==> src/rtl/fetch_sequencer.sv <==
// Fetch-stage redirect sequencer: drives PCSrc/pc_en, holds redirects across misses and stalls, emits IF/ID flushes.
// Optional performance counters are compiled in with the FETCH_SEQ_PERF_EN macro.
module fetch_sequencer #(
  parameter int WAIT_MAX = 64,
  parameter int CNT_W    = 7
) (
  input  logic       CLK,
  input  logic       nRST,
  input  logic       ihit,
  input  logic       stall,
  input  logic       halt,
  input  logic       br_req,
  input  logic       jr_req,
  input  logic       j_req,
  output logic [1:0] PCSrc,
  output logic       pc_en,
  output logic       imemREN,
  output logic       if_flush,
  output logic       id_flush,
  output logic       fetch_timeout,
  output logic       busy
`ifdef FETCH_SEQ_PERF_EN
  ,
  output logic [31:0] redirect_cnt,
  output logic [31:0] miss_cycle_cnt
`endif
);

  typedef enum logic [1:0] {
    ST_RUN  = 2'd0,
    ST_WAIT = 2'd1,
    ST_HALT = 2'd2
  } state_t;

  localparam logic [1:0]       SRC_PC4  = 2'd0;
  localparam logic [1:0]       SRC_BR   = 2'd1;
  localparam logic [1:0]       SRC_J    = 2'd2;
  localparam logic [1:0]       SRC_JR   = 2'd3;
  localparam logic [CNT_W-1:0] CNT_MAX  = CNT_W'(WAIT_MAX);
  localparam logic [CNT_W-1:0] CNT_ONE  = CNT_W'(1);
  localparam logic [CNT_W-1:0] CNT_ZERO = CNT_W'(0);

  state_t           state_r, state_nx;
  logic [1:0]       pend_r, pend_nx;
  logic [CNT_W-1:0] cnt_r, cnt_nx;
  logic             timeout_r, timeout_nx;
  logic [1:0]       req_src_s, eff_src_s;
  logic             has_req_s, go_s;

  // Priority rank differs from the source encoding: br > jr > j.
  function automatic logic [1:0] rank(input logic [1:0] src);
    case (src)
      SRC_BR:  rank = 2'd3;
      SRC_JR:  rank = 2'd2;
      SRC_J:   rank = 2'd1;
      default: rank = 2'd0;
    endcase
  endfunction

  // Same-cycle request arbitration.
  always_comb begin
    has_req_s = br_req | jr_req | j_req;
    go_s      = ihit & ~stall;
    if (br_req) begin
      req_src_s = SRC_BR;
    end else if (jr_req) begin
      req_src_s = SRC_JR;
    end else if (j_req) begin
      req_src_s = SRC_J;
    end else begin
      req_src_s = SRC_PC4;
    end
    if (has_req_s && (rank(req_src_s) >= rank(pend_r))) begin
      eff_src_s = req_src_s;
    end else begin
      eff_src_s = pend_r;
    end
  end

  // Next-state and output decode.
  always_comb begin
    state_nx   = state_r;
    pend_nx    = pend_r;
    cnt_nx     = cnt_r;
    timeout_nx = timeout_r;
    PCSrc      = SRC_PC4;
    pc_en      = 1'b0;
    imemREN    = 1'b1;
    if_flush   = 1'b0;
    id_flush   = 1'b0;
    busy       = 1'b0;
    case (state_r)
      ST_RUN: begin
        if (halt) begin
          state_nx = ST_HALT;
          pend_nx  = SRC_PC4;
          cnt_nx   = CNT_ZERO;
        end else if (has_req_s && go_s) begin
          PCSrc    = req_src_s;
          pc_en    = 1'b1;
          if_flush = 1'b1;
          id_flush = (req_src_s == SRC_BR);
        end else if (has_req_s) begin
          pend_nx  = req_src_s;
          state_nx = ST_WAIT;
        end else begin
          pc_en = go_s;
        end
      end
      ST_WAIT: begin
        busy = 1'b1;
        if (halt) begin
          state_nx = ST_HALT;
          pend_nx  = SRC_PC4;
          cnt_nx   = CNT_ZERO;
        end else if (go_s) begin
          PCSrc    = eff_src_s;
          pc_en    = 1'b1;
          if_flush = 1'b1;
          id_flush = (eff_src_s == SRC_BR);
          pend_nx  = SRC_PC4;
          cnt_nx   = CNT_ZERO;
          state_nx = ST_RUN;
        end else begin
          PCSrc   = eff_src_s;
          pend_nx = eff_src_s;
          // Only a missing fetch ages the wait; a stalled hit just holds.
          if (!ihit) begin
            if (cnt_r != CNT_MAX) begin
              cnt_nx = cnt_r + CNT_ONE;
            end else begin
              cnt_nx = cnt_r;
            end
            timeout_nx = timeout_r | (cnt_nx == CNT_MAX);
          end else begin
            cnt_nx = cnt_r;
          end
        end
      end
      ST_HALT: begin
        imemREN = 1'b0;
        pend_nx = SRC_PC4;
      end
      default: begin
        state_nx = ST_RUN;
        pend_nx  = SRC_PC4;
        cnt_nx   = CNT_ZERO;
      end
    endcase
    fetch_timeout = timeout_r;
  end

  // State, pending source, wait counter and sticky timeout.
  always_ff @(posedge CLK or negedge nRST) begin
    if (!nRST) begin
      state_r   <= ST_RUN;
      pend_r    <= SRC_PC4;
      cnt_r     <= CNT_ZERO;
      timeout_r <= 1'b0;
    end else begin
      state_r   <= state_nx;
      pend_r    <= pend_nx;
      cnt_r     <= cnt_nx;
      timeout_r <= timeout_nx;
    end
  end

`ifdef FETCH_SEQ_PERF_EN
  // Performance counters; frozen once halted.
  always_ff @(posedge CLK or negedge nRST) begin
    if (!nRST) begin
      redirect_cnt   <= 32'd0;
      miss_cycle_cnt <= 32'd0;
    end else if (state_r != ST_HALT) begin
      if (if_flush) begin
        redirect_cnt <= redirect_cnt + 32'd1;
      end
      if (imemREN && !ihit) begin
        miss_cycle_cnt <= miss_cycle_cnt + 32'd1;
      end
    end
  end
`endif

endmodule

==> config.mk <==
export PLATFORM = sky130hd
export DESIGN_NAME = fetch_sequencer
export DESIGN_NICKNAME = d
export VERILOG_FILES = /design/src/rtl/fetch_sequencer.sv
export SDC_FILE = /design/constraint.sdc
export NUM_CORES = 1
export LEC_CHECK = 0
export ABC_CLOCK_PERIOD_IN_PS = 4900
export CORE_MARGIN = 8
export CORE_UTILIZATION = 56
export DETAILED_ROUTE_END_ITERATION = 16
export PLACE_DENSITY = 0.88
export SLEW_MARGIN = 10
export SYNTH_ARGS = -nofsm -noshare
export SYNTH_HDL_FRONTEND = slang
export SYNTH_SLANG_ARGS = --single-unit
export TNS_END_PERCENT = 30
==> constraint.sdc <==
create_clock -name CLK -period 4.9 [get_ports CLK]
set_clock_uncertainty 0.15 [all_clocks]
set_input_delay 0.98 -clock CLK [delete_from_list [all_inputs] [get_ports CLK]]
set_output_delay 0.98 -clock CLK [all_outputs]
set_load 0.05 [all_outputs]
==> flow_metrics.env <==
export IMPL_die_w_um=57.9
export IMPL_cts_hold_fix_buffers=0
export IMPL_std_cell_rows=15
export IMPL_hp_start="fetch_timeout$_DFFE_PN0P_"
export IMPL_drt_iter0_drc=54
export IMPL_num_antenna_cells=0
export IMPL_slew_viol_final=0
export IMPL_synthSimpleGateAreaFrac_pct=27.8
export IMPL_fin_crit_sh_pct=97.9
export IMPL_top_level_ports=16
export IMPL_drive_gt1_share_pct=19.7
export IMPL_min_path_cells=2
export IMPL_synth_xor_area_share_pct=4.46
export IMPL_cts_root_buf="clkbuf_4"
export IMPL_hp_class="flip-flop to flip-flop"
export IMPL_setup_violations=0
export IMPL_initial_core_util_pct=58.1
export IMPL_max_vdd_ir_drop_uv=112
export IMPL_routabilityCongestion=0.911
export IMPL_areaGrowthSynthToFinish_pct=24.8
export IMPL_synth_top_area_share_pct=30.6
export IMPL_ys_types=39
export IMPL_crit_type="input pin to primary output"
export IMPL_netlist_top_cells_area="dfrtp_1 (31%), ha_1 (8.9%), nand2_1 (5.4%)"
export IMPL_dp_hpwl_mm=1.77
export IMPL_syn_nets=129
export IMPL_worstSkewPairLatency_ns=0.29
export IMPL_grt_pass1_wl_mm=3.96
export IMPL_yosysWarningCount=0
export IMPL_rsz0062_at_grt="false"
export IMPL_remaining_drc_errors=0
export IMPL_first_pass_iters=4
export IMPL_cts_tree="done"
export IMPL_crit_path_max_fanout=7
export IMPL_power_density_nw_per_um2=180
export IMPL_fin_nets=148
export IMPL_r2r_end="pend_r[0]$_DFFE_PN0P_"
export IMPL_final_util_pct=72.6
export IMPL_whs_ns=0.317
export IMPL_grt_max_degree=13
export IMPL_synth_top_family_by_area="simple AND/OR/NAND/NOR gates"
export IMPL_cp_data_required_time_ns=3.77
export IMPL_io_buffers=15
export IMPL_fp_dieH_um=57.9
export IMPL_yosysMostFrequentCell="nand2_1"
export IMPL_leakage_nw=0.530
export IMPL_status="complete, no violations"
export IMPL_synth_ff_type="dfrtp_1"
export IMPL_rr_worst_depth=8
export IMPL_dieArea_um2=3350
export IMPL_synthAdderAreaFrac_pct=8.92
export IMPL_wl_per_cell_um=16.5
export IMPL_synth_commonest_cells="nand2_1 (14), dfrtp_1 (12), inv_1 (9), a21oi_1 (8)"
export IMPL_avgSynthCellArea_um2=8.62
export IMPL_numClockSinks=12
export IMPL_antenna_left=0
export IMPL_rr_startpoint="pend_r[0]$_DFFE_PN0P_"
export IMPL_h_tree_depth=1
export IMPL_clk_path_buf_depth=2
export IMPL_grt_overflow_total=0
export IMPL_cts_buffers=3
export IMPL_max_cap_viol_count=0
export IMPL_worstMarginPinSlew_ns=0.532
export IMPL_core_um2=1690
export IMPL_synth_area_mux_share_pct=0
export IMPL_cp_arrival_ns=3.67
export IMPL_slew_limit_headroom_pct=64.4
export IMPL_vias=921
export IMPL_finalCriticalPeriod_ns=4.80
export IMPL_via_per_inst=6.18
export IMPL_path_clk_slew_ns=0.08
export IMPL_ys_seq_elements=12
export IMPL_cp_start_kind="input pin"
export IMPL_async_flop_share_pct=100
export IMPL_routed_wl_mm=2.46
export IMPL_hold_end="fetch_timeout$_DFFE_PN0P_"
export IMPL_synth_top_area_cell="dfrtp_1"
export IMPL_fin_tns_setup_ns=0
export IMPL_synth_cells=114
export IMPL_grt_pass1_vias=841
export IMPL_fmaxAchievable_mhz=208
export IMPL_hold_viol=0
export IMPL_synth_area_um2=982
export IMPL_synth_compound_area_share_pct=23.9
export IMPL_total_power_mw=0.221
export IMPL_track_usage_pct=15.2
export IMPL_antenna_found_initial=0
export IMPL_endpoint_kind="primary output"
export IMPL_r2r_slack_ns=2.65
export IMPL_seq_area_frac_synth_pct=30.6
export IMPL_synth_edf_count=0
-- where the power goes --
group,switching [mW],internal [mW],total (mW)
clock network,0.0392,0.0454,0.0846
logic,0.0189,0.0159,0.0348
registers,0.00137,0.100,0.101
total,0.0595,0.161,0.221
-- metal layers --
metal	global-route usage (%)	vias to the layer above	part of all wire, %
met5	0	-	0
met4	10.8	0	3.8
met3	4.19	11	6.4
met2	21.7	38	43
met1	19.0	428	47
li1	-	444	-
-- cells in the final DEF (no fill, tap or decap), types with 3 or more instances in the layout --
cell type	count
a21oi_1	7
clkbuf_4	3
clkdlybuf4s50_1	12
dfrtp_1	12
ha_1	7
inv_1	9
nand2_1	13
nand2b_1	4
nand3_1	3
nor2_1	7
o21ai_0	7
o22ai_1	3
xnor2_1	3
-- stage by stage --
| stage | instance area [um2] | setup WS (ns) | std cells |
|---|---|---|---|
| after global placement | 1170 | 0.229 | 145 |
| after detailed placement | 1170 | 0.0695 | 145 |
| after global routing | 1230 | 0.00704 | 149 |
| after floorplan | 988 | 0.435 | 114 |
| after CTS | 1210 | 0.0451 | 149 |
| final | 1230 | 0.102 | 149 |
-- worst max-delay path by stage --
| stage | from | endpoint | cells past startpoint |
|---|---|---|---|
| 2_1_floorplan | jr_req | id_flush | 9 |
| 3_3_place_gp | j_req | id_flush | 11 |
| 3_5_place_dp | j_req | id_flush | 11 |
| 4_1_cts | j_req | id_flush | 11 |
| 5_1_grt | j_req | id_flush | 11 |
| 6_report | j_req | id_flush | 11 |
-- worst max-delay path, stage by stage --
cell and delay [ns]:
clkdlybuf4s50_1 0.46, or2_2 0.33, nand2b_1 0.14, ha_1 0.25, ha_1 0.28, nand2b_1 0.15
a21o_1 0.23, a21oi_2 0.21, nand2_2 0.10, a221oi_4 0.35, buf_12 0.18
-- layout make-up --
| class | instances | area, um2 |
|---|---|---|
| tap | 17 | 21.3 |
| sequential | 12 | 300 |
| multi-input combinational | 91 | 663 |
| fill | 116 | 463 |
| timing repair buffer | 15 | 168 |
| inverter | 10 | 37.5 |
| clock buffer | 4 | 36.3 |
-- flip-flops by register name, summed over array words and instances, names as in the netlist --
register / flops
cnt_r: 7
fetch_timeout: 1
pend_r: 2
state_r: 2
-- cell families (layout without fill, tap and decap cells) --
kind of cell	count (synthesis)	after routing
AOI/OAI and AO/OA	33	33
and+or+nand+nor	46	46
adders and majority gates	7	7
DFF	12	12
buffers and inverters	11	29
xor gates and xnor gates	5	5
-- repair_timing --
item	4_1_cts	5_1_grt
gates resized for setup	0	3
buffers inserted	0	0
endpoints found under the setup margin	0	1
No activity file was read; power rests on OpenSTA's default activity.
==> RTL change: new RTL, same settings <==
The parameter `CNT_W` goes from 7 to 5.
--- a/src/rtl/fetch_sequencer.sv
+++ b/src/rtl/fetch_sequencer.sv
@@ -2,7 +2,7 @@
 // Optional performance counters are compiled in with the FETCH_SEQ_PERF_EN macro.
 module fetch_sequencer #(
   parameter int WAIT_MAX = 64,
-  parameter int CNT_W    = 7
+  parameter int CNT_W    = 5
 ) (
   input  logic       CLK,
   input  logic       nRST,
Formal check against the unedited RTL: not equivalent (Yosys sat finds a counterexample within 4 cycles, from zero or initial values and one cycle with nRST low).
==> RTL change against the unedited design <==
Wire length is 16% lower. Sequential cell count is 2 lower. Via count is 9.8% lower. First-iteration DRC count is 54% lower. Maximum frequency is 1.5% higher. Setup slack better by 70 ps. Hold slack better by 6.0 ps. Area after synthesis is 15% lower. Design area is 12% lower. Critical path type unchanged. Non-clock buffer count is 2 higher.
Power is not compared: it rests on default switching activity, and its combinational part moved more than twofold at a synthesized area within 25%.
==> RTL change: results (changes against the unedited design) <==
The HPWL reported at the end of detailed placement came to 1680 um (-5.3%). The met1 usage is 18.9% (-0.043 points). The number of antenna violations at the first check in global routing is 0 (unchanged). The area share of xor/xnor cells in the synthesized design is 3.16% (-1.3 points). The number of nets in the synthesized netlist is 117 (-9.3%).

The number of global-route vias before repair came out at 827 (-1.7%). The per-cell via count in the routed design is 6.07 (-1.9%). The peak supply drop came out at 269 uV. The largest registers in the layout are cnt_r (5), pend_r (2), state_r (2). The met2 capacity usage during global routing is 25.4% (+3.7 points). The fraction of layout instances using a drive strength above 1 was 11.6% (-8.1 points). The largest net degree at the start of global routing came out at 11 (-2). The flow ran to the end, and the final reports show no timing, DRC or antenna violations. By count the netlist is led by sky130_fd_sc_hd__inv_1, sky130_fd_sc_hd__o21ai_0, sky130_fd_sc_hd__dfrtp_1, sky130_fd_sc_hd__ha_1, sky130_fd_sc_hd__nor2_1. The global-route wire length before repair is 3510 um (-11%).

The count of routing violations after the opening detailed-route iteration came out at 25 (-54%). The share of total power dissipated in combinational logic is between 50 and 60%. The synthesized flop and latch total is 10 (-2).

The total wirelength of the detailed-routed design came out at 2070 um (-16%). The top layer used by detailed routing is met4. The primary flip-flop cell chosen by synthesis mapping is sky130_fd_sc_hd__dfrtp_1. The global-route usage over all layers was 16.1% (+0.91 points). The number of non-clock buffers in the layout is 17 (+2).

The wire length the detailed router placed on met1 was 899 um (-22%). The number of setup buffers added after CTS came to 0 (unchanged). The largest fanout of any net on the critical path is 5 (-2). The portion of the post-synthesis area used by sequential elements is 30.1% (-0.50 points). The post-synthesis compound-gate area fraction came to 24.7% (+0.71 points).

The count of unique library cells instantiated by Yosys came out at 39 (unchanged). The net count reported at finish came out at 137 (-7.4%). The placer's final routability congestion estimate came out at 0.906 (-0.56%).

The wire length on met2 came out at 1020 um (-2.9%). The routed wire length on met3 came out at 137 um (-13%). The multi-input gate share of total cell area is 49.5% (-4.6 points).

The worst-skew pair later-pin latency came out at 270 ps (-20 ps). The number of H-tree branching levels is 1 (unchanged). The clock distribution area overhead in the final layout came out at 3.38% (+0.42 points). The sequential cell area is 250 um^2 (-17%). The number of warnings printed during yosys synthesis is 0 (unchanged). The arrival time of the worst setup path came out at 3600 ps (-70 ps).

The slew at the pin closest to its max-slew limit was 504 ps (-27.6 ps). In this run the clock root is driven by a sky130_fd_sc_hd__clkbuf_4. The number of buffers added by the clock tree synthesis step is 3 (unchanged). After synthesis, the cell types taking the most area are sky130_fd_sc_hd__dfrtp_1, sky130_fd_sc_hd__ha_1, sky130_fd_sc_hd__o21ai_0, sky130_fd_sc_hd__inv_1, sky130_fd_sc_hd__nor3_1. The fill cell instance count of the final layout is 120 (+3.4%). The fraction of the mapped netlist area in adder cells came to 10.5% (+1.6 points). The proportion of synthesized flip-flops having asynchronous set or reset is 100% (unchanged). The tightest min-delay check is of the reg -> reg type. The register clock-pin slew on the reported worst setup and hold paths is 60 ps (-20 ps). The global routing usage on met3 is 7.07% (+2.9 points).

The non-clock inverter total of the final layout came out at 11 (+1). The non-clock buffer share of cell area came to 18.2% (+4.5 points). The layout multi-input combinational cell count came to 79 (-13%).
RTL change: cell types whose count changed in the layout (fill, tap and decap cells not counted), sizes merged, moves of 3 or more:
| cell | change |
|---|---|
| nand2 | -9 |
| a21oi | -5 |
| a22o | -4 |
| nor3 | +4 |
| o21ai | +4 |
| nor4 | -3 |
RTL change: final timing paths:
kind | slack, ps | endpoint | depth (start not counted) | startpoint
max in group asynchronous | 3410 | state_r[1]$_DFFE_PN0P_ | 1 | nRST
worst min register to register | 320 | fetch_timeout$_DFFE_PN0P_ | 1 | fetch_timeout$_DFFE_PN0P_
worst min-delay path | 320 | fetch_timeout$_DFFE_PN0P_ | 1 | fetch_timeout$_DFFE_PN0P_
worst max register to register | 2560 | pend_r[0]$_DFFE_PN0P_ | 8 | pend_r[1]$_DFFE_PN0P_
worst max-delay path | 170 | PCSrc[1] | 10 | br_req
min in group asynchronous | 870 | cnt_r[1]$_DFFE_PN0P_ | 1 | nRST
RTL change: per-stage QoR:
step                instances  total power (uW)  worst slack (ps)  instance area [um^2]
detailed placement        133               316               166                  1040
global placement          133               310               249                  1040
floorplan                 102               247               228                   832
finish                    137               392               171                  1070
global route              137               414              61.1                  1070
CTS                       137               393               151                  1070
RTL change: worst max-delay path, stage by stage:
cell and delay [ps]:
sky130_fd_sc_hd__clkdlybuf4s50_1 460, sky130_fd_sc_hd__nor2_1 280, sky130_fd_sc_hd__inv_1 80, sky130_fd_sc_hd__ha_1 310, sky130_fd_sc_hd__ha_1 310, sky130_fd_sc_hd__nand2b_1 190
sky130_fd_sc_hd__a21o_1 190, sky130_fd_sc_hd__a211o_1 340, sky130_fd_sc_hd__o32ai_1 260, sky130_fd_sc_hd__buf_12 200
